## src/rtl/dibit_pkg.sv

```systemverilog
// Shared types and helpers for the word-to-dibit feeder.
// PARITY_DIBIT_EN appends an even-parity dibit to every word.
package dibit_pkg;

    localparam int DIBIT_W = 2;

    typedef enum logic {
        ST_IDLE = 1'b0,
        ST_WAIT = 1'b1
    } state_t;

    function automatic int clog2(input int v);
        int r;
        r = 0;
        for (int i = 0; i < 31; i++) begin
            if ((1 << i) < v) r = i + 1;
        end
        return r;
    endfunction

endpackage

```

## src/rtl/word_fifo.sv

```systemverilog
// Show-ahead word FIFO; extra pointer MSB separates full from empty.
module word_fifo
    import dibit_pkg::*;
#(
    parameter int DATA_W     = 8,
    parameter int FIFO_DEPTH = 4
) (
    input  logic              clk,
    input  logic              rst,
    input  logic              push,
    input  logic [DATA_W-1:0] wdata,
    input  logic              pop,
    output logic [DATA_W-1:0] rdata,
    output logic              full,
    output logic              empty
);

    localparam int AW = clog2(FIFO_DEPTH);
    localparam logic [AW:0] PTR_ONE = (AW+1)'(1);

    logic [DATA_W-1:0] mem [FIFO_DEPTH];
    logic [AW:0]       wptr;
    logic [AW:0]       rptr;
    logic              do_push;
    logic              do_pop;

    assign do_push = push && !full;
    assign do_pop  = pop && !empty;

    assign empty = (wptr == rptr);
    assign full  = (wptr[AW] != rptr[AW]) &&
                   (wptr[AW-1:0] == rptr[AW-1:0]);
    assign rdata = mem[rptr[AW-1:0]];

    always_ff @(posedge clk or posedge rst) begin
        if (rst) begin
            wptr <= '0;
            rptr <= '0;
        end else begin
            if (do_push) wptr <= wptr + PTR_ONE;
            if (do_pop)  rptr <= rptr + PTR_ONE;
        end
    end

    always_ff @(posedge clk) begin
        if (do_push) mem[wptr[AW-1:0]] <= wdata;
    end

endmodule

```

## src/rtl/word_to_dibit.sv

```systemverilog
// Buffers words and feeds them LSB-dibit-first to a 2-bit PISO.
// PARITY_DIBIT_EN adds a trailing {0, ^word} dibit per word.
module word_to_dibit
    import dibit_pkg::*;
#(
    parameter int DATA_W     = 8,
    parameter int FIFO_DEPTH = 4
) (
    input  logic               clk,
    input  logic               rst,
    input  logic [DATA_W-1:0]  in_word,
    input  logic               in_valid,
    output logic               in_ready,
    output logic [DIBIT_W-1:0] dibit,
    output logic               valid_data,
    input  logic               piso_done,
    output logic               word_done,
    output logic               busy
);

    localparam int NDIB = DATA_W / DIBIT_W;
`ifdef PARITY_DIBIT_EN
    localparam int NSYM = NDIB + 1;
`else
    localparam int NSYM = NDIB;
`endif
    localparam int CW = (NSYM > 1) ? clog2(NSYM) : 1;
    localparam logic [CW-1:0] CNT_LOAD = CW'(NSYM - 1);
    localparam logic [CW-1:0] CNT_ONE  = CW'(1);

    state_t            state;
    logic [DATA_W-1:0] sreg;
    logic [DATA_W-1:0] sreg_sh;
    logic [CW-1:0]     cnt;
    logic [DATA_W-1:0] fifo_rdata;
    logic              fifo_full;
    logic              fifo_empty;
    logic              fifo_pop;
    logic              advance;
`ifdef PARITY_DIBIT_EN
    logic              par_q;
`endif

    assign in_ready = !fifo_full;
    assign fifo_pop = (state == ST_IDLE) && !fifo_empty;
    assign sreg_sh  = sreg >> DIBIT_W;
    // done while the start pulse is still out belongs to no transfer of ours
    assign advance  = piso_done && !valid_data;

    word_fifo #(
        .DATA_W    (DATA_W),
        .FIFO_DEPTH(FIFO_DEPTH)
    ) u_fifo (
        .clk  (clk),
        .rst  (rst),
        .push (in_valid && in_ready),
        .wdata(in_word),
        .pop  (fifo_pop),
        .rdata(fifo_rdata),
        .full (fifo_full),
        .empty(fifo_empty)
    );

    always_ff @(posedge clk or posedge rst) begin
        if (rst) begin
            state      <= ST_IDLE;
            sreg       <= '0;
            cnt        <= '0;
            dibit      <= '0;
            valid_data <= 1'b0;
            word_done  <= 1'b0;
            busy       <= 1'b0;
`ifdef PARITY_DIBIT_EN
            par_q      <= 1'b0;
`endif
        end else begin
            valid_data <= 1'b0;
            word_done  <= 1'b0;
            unique case (state)
                ST_IDLE: begin
                    if (!fifo_empty) begin
                        sreg       <= fifo_rdata;
                        cnt        <= CNT_LOAD;
                        dibit      <= fifo_rdata[DIBIT_W-1:0];
                        valid_data <= 1'b1;
                        busy       <= 1'b1;
                        state      <= ST_WAIT;
`ifdef PARITY_DIBIT_EN
                        par_q      <= ^fifo_rdata;
`endif
                    end
                end
                ST_WAIT: begin
                    if (advance) begin
                        if (cnt != '0) begin
                            sreg       <= sreg_sh;
                            cnt        <= cnt - CNT_ONE;
                            valid_data <= 1'b1;
`ifdef PARITY_DIBIT_EN
                            dibit <= (cnt == CNT_ONE) ?
                                     {1'b0, par_q} :
                                     sreg_sh[DIBIT_W-1:0];
`else
                            dibit <= sreg_sh[DIBIT_W-1:0];
`endif
                        end else begin
                            word_done <= 1'b1;
                            busy      <= 1'b0;
                            state     <= ST_IDLE;
                        end
                    end
                end
                default: state <= ST_IDLE;
            endcase
        end
    end

endmodule

```

## config.mk

```make
export PLATFORM = sky130hd
export DESIGN_NAME = word_to_dibit
export DESIGN_NICKNAME = d
export VERILOG_FILES = /design/src/rtl/dibit_pkg.sv /design/src/rtl/word_fifo.sv /design/src/rtl/word_to_dibit.sv
export SDC_FILE = /design/constraint.sdc
export NUM_CORES = 1
export LEC_CHECK = 0
export BUFFER_PORTS_ARGS = -buffer_cell sky130_fd_sc_hd__buf_2
export CAP_MARGIN = 10
export CORE_ASPECT_RATIO = 0.5
export CORE_MARGIN = 2
export CORE_UTILIZATION = 60
export DETAILED_ROUTE_END_ITERATION = 8
export PLACE_DENSITY_LB_ADDON = 0.3
export SLEW_MARGIN = 20
export SYNTH_ARGS = -nofsm -noshare
export SYNTH_HDL_FRONTEND = slang
export SYNTH_SLANG_ARGS = --single-unit
```

## constraint.sdc

```tcl
create_clock -name clk -period 3 [get_ports clk]
set_clock_uncertainty 0.05 [all_clocks]
set_input_delay 0.45 -clock clk [delete_from_list [all_inputs] [get_ports clk]]
set_output_delay 0.45 -clock clk [all_outputs]
set_load 0.01 [all_outputs]
```

==> run_results.csv <==
group,metric,value,unit
cells_and_area,drive_above_1_share,22.1,%
sta,maxSlewHeadroom,49.4,%
synthesis,ys_seq_area_share,66.4,%
clock_network,cts_root_buffer,"clkbuf_8",
setup_path,cp_top_family,"flip-flops",
setup_path,worstSetupStartpointType,"flip-flop",
synthesis,yosysTopAreaCell,"edfxtp_1",
place,portBuffers,17,
setup_path,cpPeakStageDelay,0.54,ns
cells_and_area,num_antenna_cells,0,
setup_path,crit_arrival,2.04,ns
setup_path,end_kind,"flip-flop",
floorplanning,dieWidth,89.7,microns
clock_network,htree_num_levels,2,
sta,setup_ws,0.875,ns
synthesis,syn_area,0.00220,sq mm
floorplanning,start_util,63.4,%
clock_network,cts_hold_buf,0,
run,cap_violations,0,
synthesis,syn-num-nets,152,
sta,setup_tns,0,ns
place,place_ws,0.934,ns
synthesis,yosysTopAreaCellShare,43.7,%
pwr,ir_worst_vdd,0.399,mV
synthesis,ys_warn_count,0,
sta,hold_viol_final,0,
drt,drt_wl_total,3510,microns
clock_network,cts_made_buffers,5,
place,hpwlAfterDp,2570,microns
place,place_congestion,0.737,
place,placed_area,0.00231,sq mm
pwr,leakagePower,0.954,nW
setup_path,cp.buffers_inverters,0,
drt,vias,1135,
drt,wl_per_cell,17.1,microns
synthesis,postSynthCellCount,134,
min_path,hp-class,"primary input to async pin",
clock_network,clock_latency,0.30,ns
global_routing,grt_antenna_before_repair,0,
clock_network,cts_setup_buffers,0,
clock_network,cts_buffer_depth,2,
global_routing,overflow,0,
setup_path,crit_chain,"xnor2_1 -> a31oi_1 -> and2_1",
setup_path,cpMaxStageDelayCell,"dfrtp_1",
synthesis,synth_area_per_cell,16.4,sq um
global_routing,grt_pass1_wl,5420,microns
floorplanning,die_h,46.8,microns
drt,first_pass_iters,5,
setup_path,critPathRequiredTime,2.92,ns
clock_network,cts.sinks,52,
floorplanning,coreArea,0.00347,sq mm
floorplanning,dieArea,0.00420,sq mm
global_routing,groute.usage.overall,19.2,%
sta,final_max_slew_viol_count,0,
sta,rsz0062_at_grt,"false",
global_routing,grt_pass1_vias,1028,
floorplanning,num_rows,15,
pwr,power_density,972,mW/mm^2
pwr,total_power,0.00234,W
drt,antenna_left,0,
setup_path,path_class,"flip-flop to flip-flop",
floorplanning,ioPinCount,18,
clock_network,cts.clk_slew.worst_paths,0.09,ns
sta,finalSetupViolations,0,
sta,fin_crit_sh,70.8,%
cells_and_area,syn_to_final_growth,9.21,%
global_routing,grt_start_max_net_pins,21,
drt,first_iter_violations,65,
clock_network,cts_tree,"yes",
status,outcome,"finished clean",
setup_path,cp_max_fo,12,
sta,max_freq,471,MHz
cells_and_area,final_nets,171,
sta,period_minus_slack,2.13,ns
drt,drc,0,
synthesis,synth_area_leaders,"edfxtp_1 (44%), dfrtp_1 (23%), mux4_1 (6.0%), ha_1 (3.4%), mux4_2 (3.1%)",
cells_and_area,design_area,0.00240,sq mm
synthesis,ys_ff_latch,52,
synthesis,synth.distinct_cells,35,
drt,viasPerCell,5.54,
sta,worstMarginPinSlew,0.759,ns
clock_network,ctsResizeCount,0,
## Yosys cell counts
cell,number
nor4bb_1,1
mux4_1,5
clkbuf_2,1
clkbuf_4,1
dfrtp_1,20
xnor2_1,4
a22o_1,3
buf_4,2
xor2_1,5
mux4_2,3
inv_1,6
or3_1,2
nor4_1,1
ha_1,6
mux2i_1,1
nor2_1,4
buf_6,2
a21oi_1,1
o21ai_0,5
o31a_1,1
nand3_1,1
nand2_1,7
and2_1,4
o21ai_2,1
mux2_2,1
buf_2,1
edfxtp_1,32
inv_2,1
a32oi_1,2
a221o_1,3
o221a_1,2
and4b_1,1
or4b_4,1
a31oi_1,1
nor3_1,2
## worst paths after layout
path | depth (start not counted) | to | slack (ns) | start
min in group clk | 1 | u_fifo.mem[1][5]$_DFFE_PP_ | 0.32 | in_word[5]
setup / recovery | 3 | u_fifo.mem[3][1]$_DFFE_PP_ | 0.87 | u_fifo.rptr[1]$_DFFE_PP0P_
max in group asynchronous | 2 | cnt[0]$_DFFE_PP0P_ | 2.21 | rst
setup reg to reg | 3 | u_fifo.mem[3][1]$_DFFE_PP_ | 0.87 | u_fifo.rptr[1]$_DFFE_PP0P_
hold / removal | 2 | u_fifo.rptr[2]$_DFFE_PP0P_ | 0.21 | rst
hold reg to reg | 1 | cnt[0]$_DFFE_PP0P_ | 0.43 | cnt[0]$_DFFE_PP0P_
## through the flow
step	instances	util (%)	hold slack, ns
after floorplan	134	-	0.364
after detailed placement	197	66.5	0.429
final	205	69.2	0.214
after global placement	197	66.5	0.411
after CTS	205	69.2	0.234
after global routing	205	69.2	0.278
## sequential cells by signal, indices dropped and copies added, names as in the netlist
signal and count:
sreg 7, word_done 1, u_fifo.wptr 3, valid_data 1
cnt 2, busy 1, u_fifo.rptr 3, u_fifo.mem 32
state 1, dibit 1
## kinds of logic (layout without fill, tap and decap cells)
kind of cell	count (synthesis)	count (layout)	share of synthesized area, %
flops	52	52	66.4
simple gates	24	24	6.08
fa+ha+maj	6	6	3.41
compound gates	19	19	6.82
xor+xnor	9	9	3.58
buf+inv	14	34	3.69
mux	10	10	10.0
## layer usage
metal | part of all wire (%) | global-route usage, %
met5 | 0 | 0
met4 | 0 | 6.27
met3 | 5.7 | 6.33
met2 | 39 | 23.5
met1 | 55 | 31.5
## layout make-up
type	instances	area [sq um]
well taps	51	63.8
repair buffers	19	100
clock buffers	5	68.8
fillers	227	1070
clock inverters	3	25.0
inverters	7	26.3
multi-input cells	68	658
flip-flops and latches	52	1460
## report_power, final
group	internal, W	leakage (nW)	total, W	switching, W
clock	0.000170	0.0452	0.000406	0.000236
combinational	0.000375	0.374	0.000770	0.000395
sequential	0.000999	0.535	0.00116	0.000163
## placed cells by master, fill, tap and decap left out, types with 3 or more instances in the layout
master and n:
mux4_2 3, nor2_1 4, inv_1 6, ha_1 6
mux4_1 5, and2_1 4, o21ai_0 5, buf_2 17
a22o_1 3, clkbuf_8 5, xor2_1 5, dfrtp_1 20
edfxtp_1 32, a221o_1 3, xnor2_1 4, nand2_1 7
## worst register-to-register path, delay by kind of cell, from the launching register on
family | cells | cell delay (ns)
flip-flops | 1 | 0.54
AO/OA/AOI/OAI | 1 | 0.53
AND/OR/NAND/NOR | 1 | 0.46
XOR/XNOR | 1 | 0.21
Power figures use the tool's default switching activity.
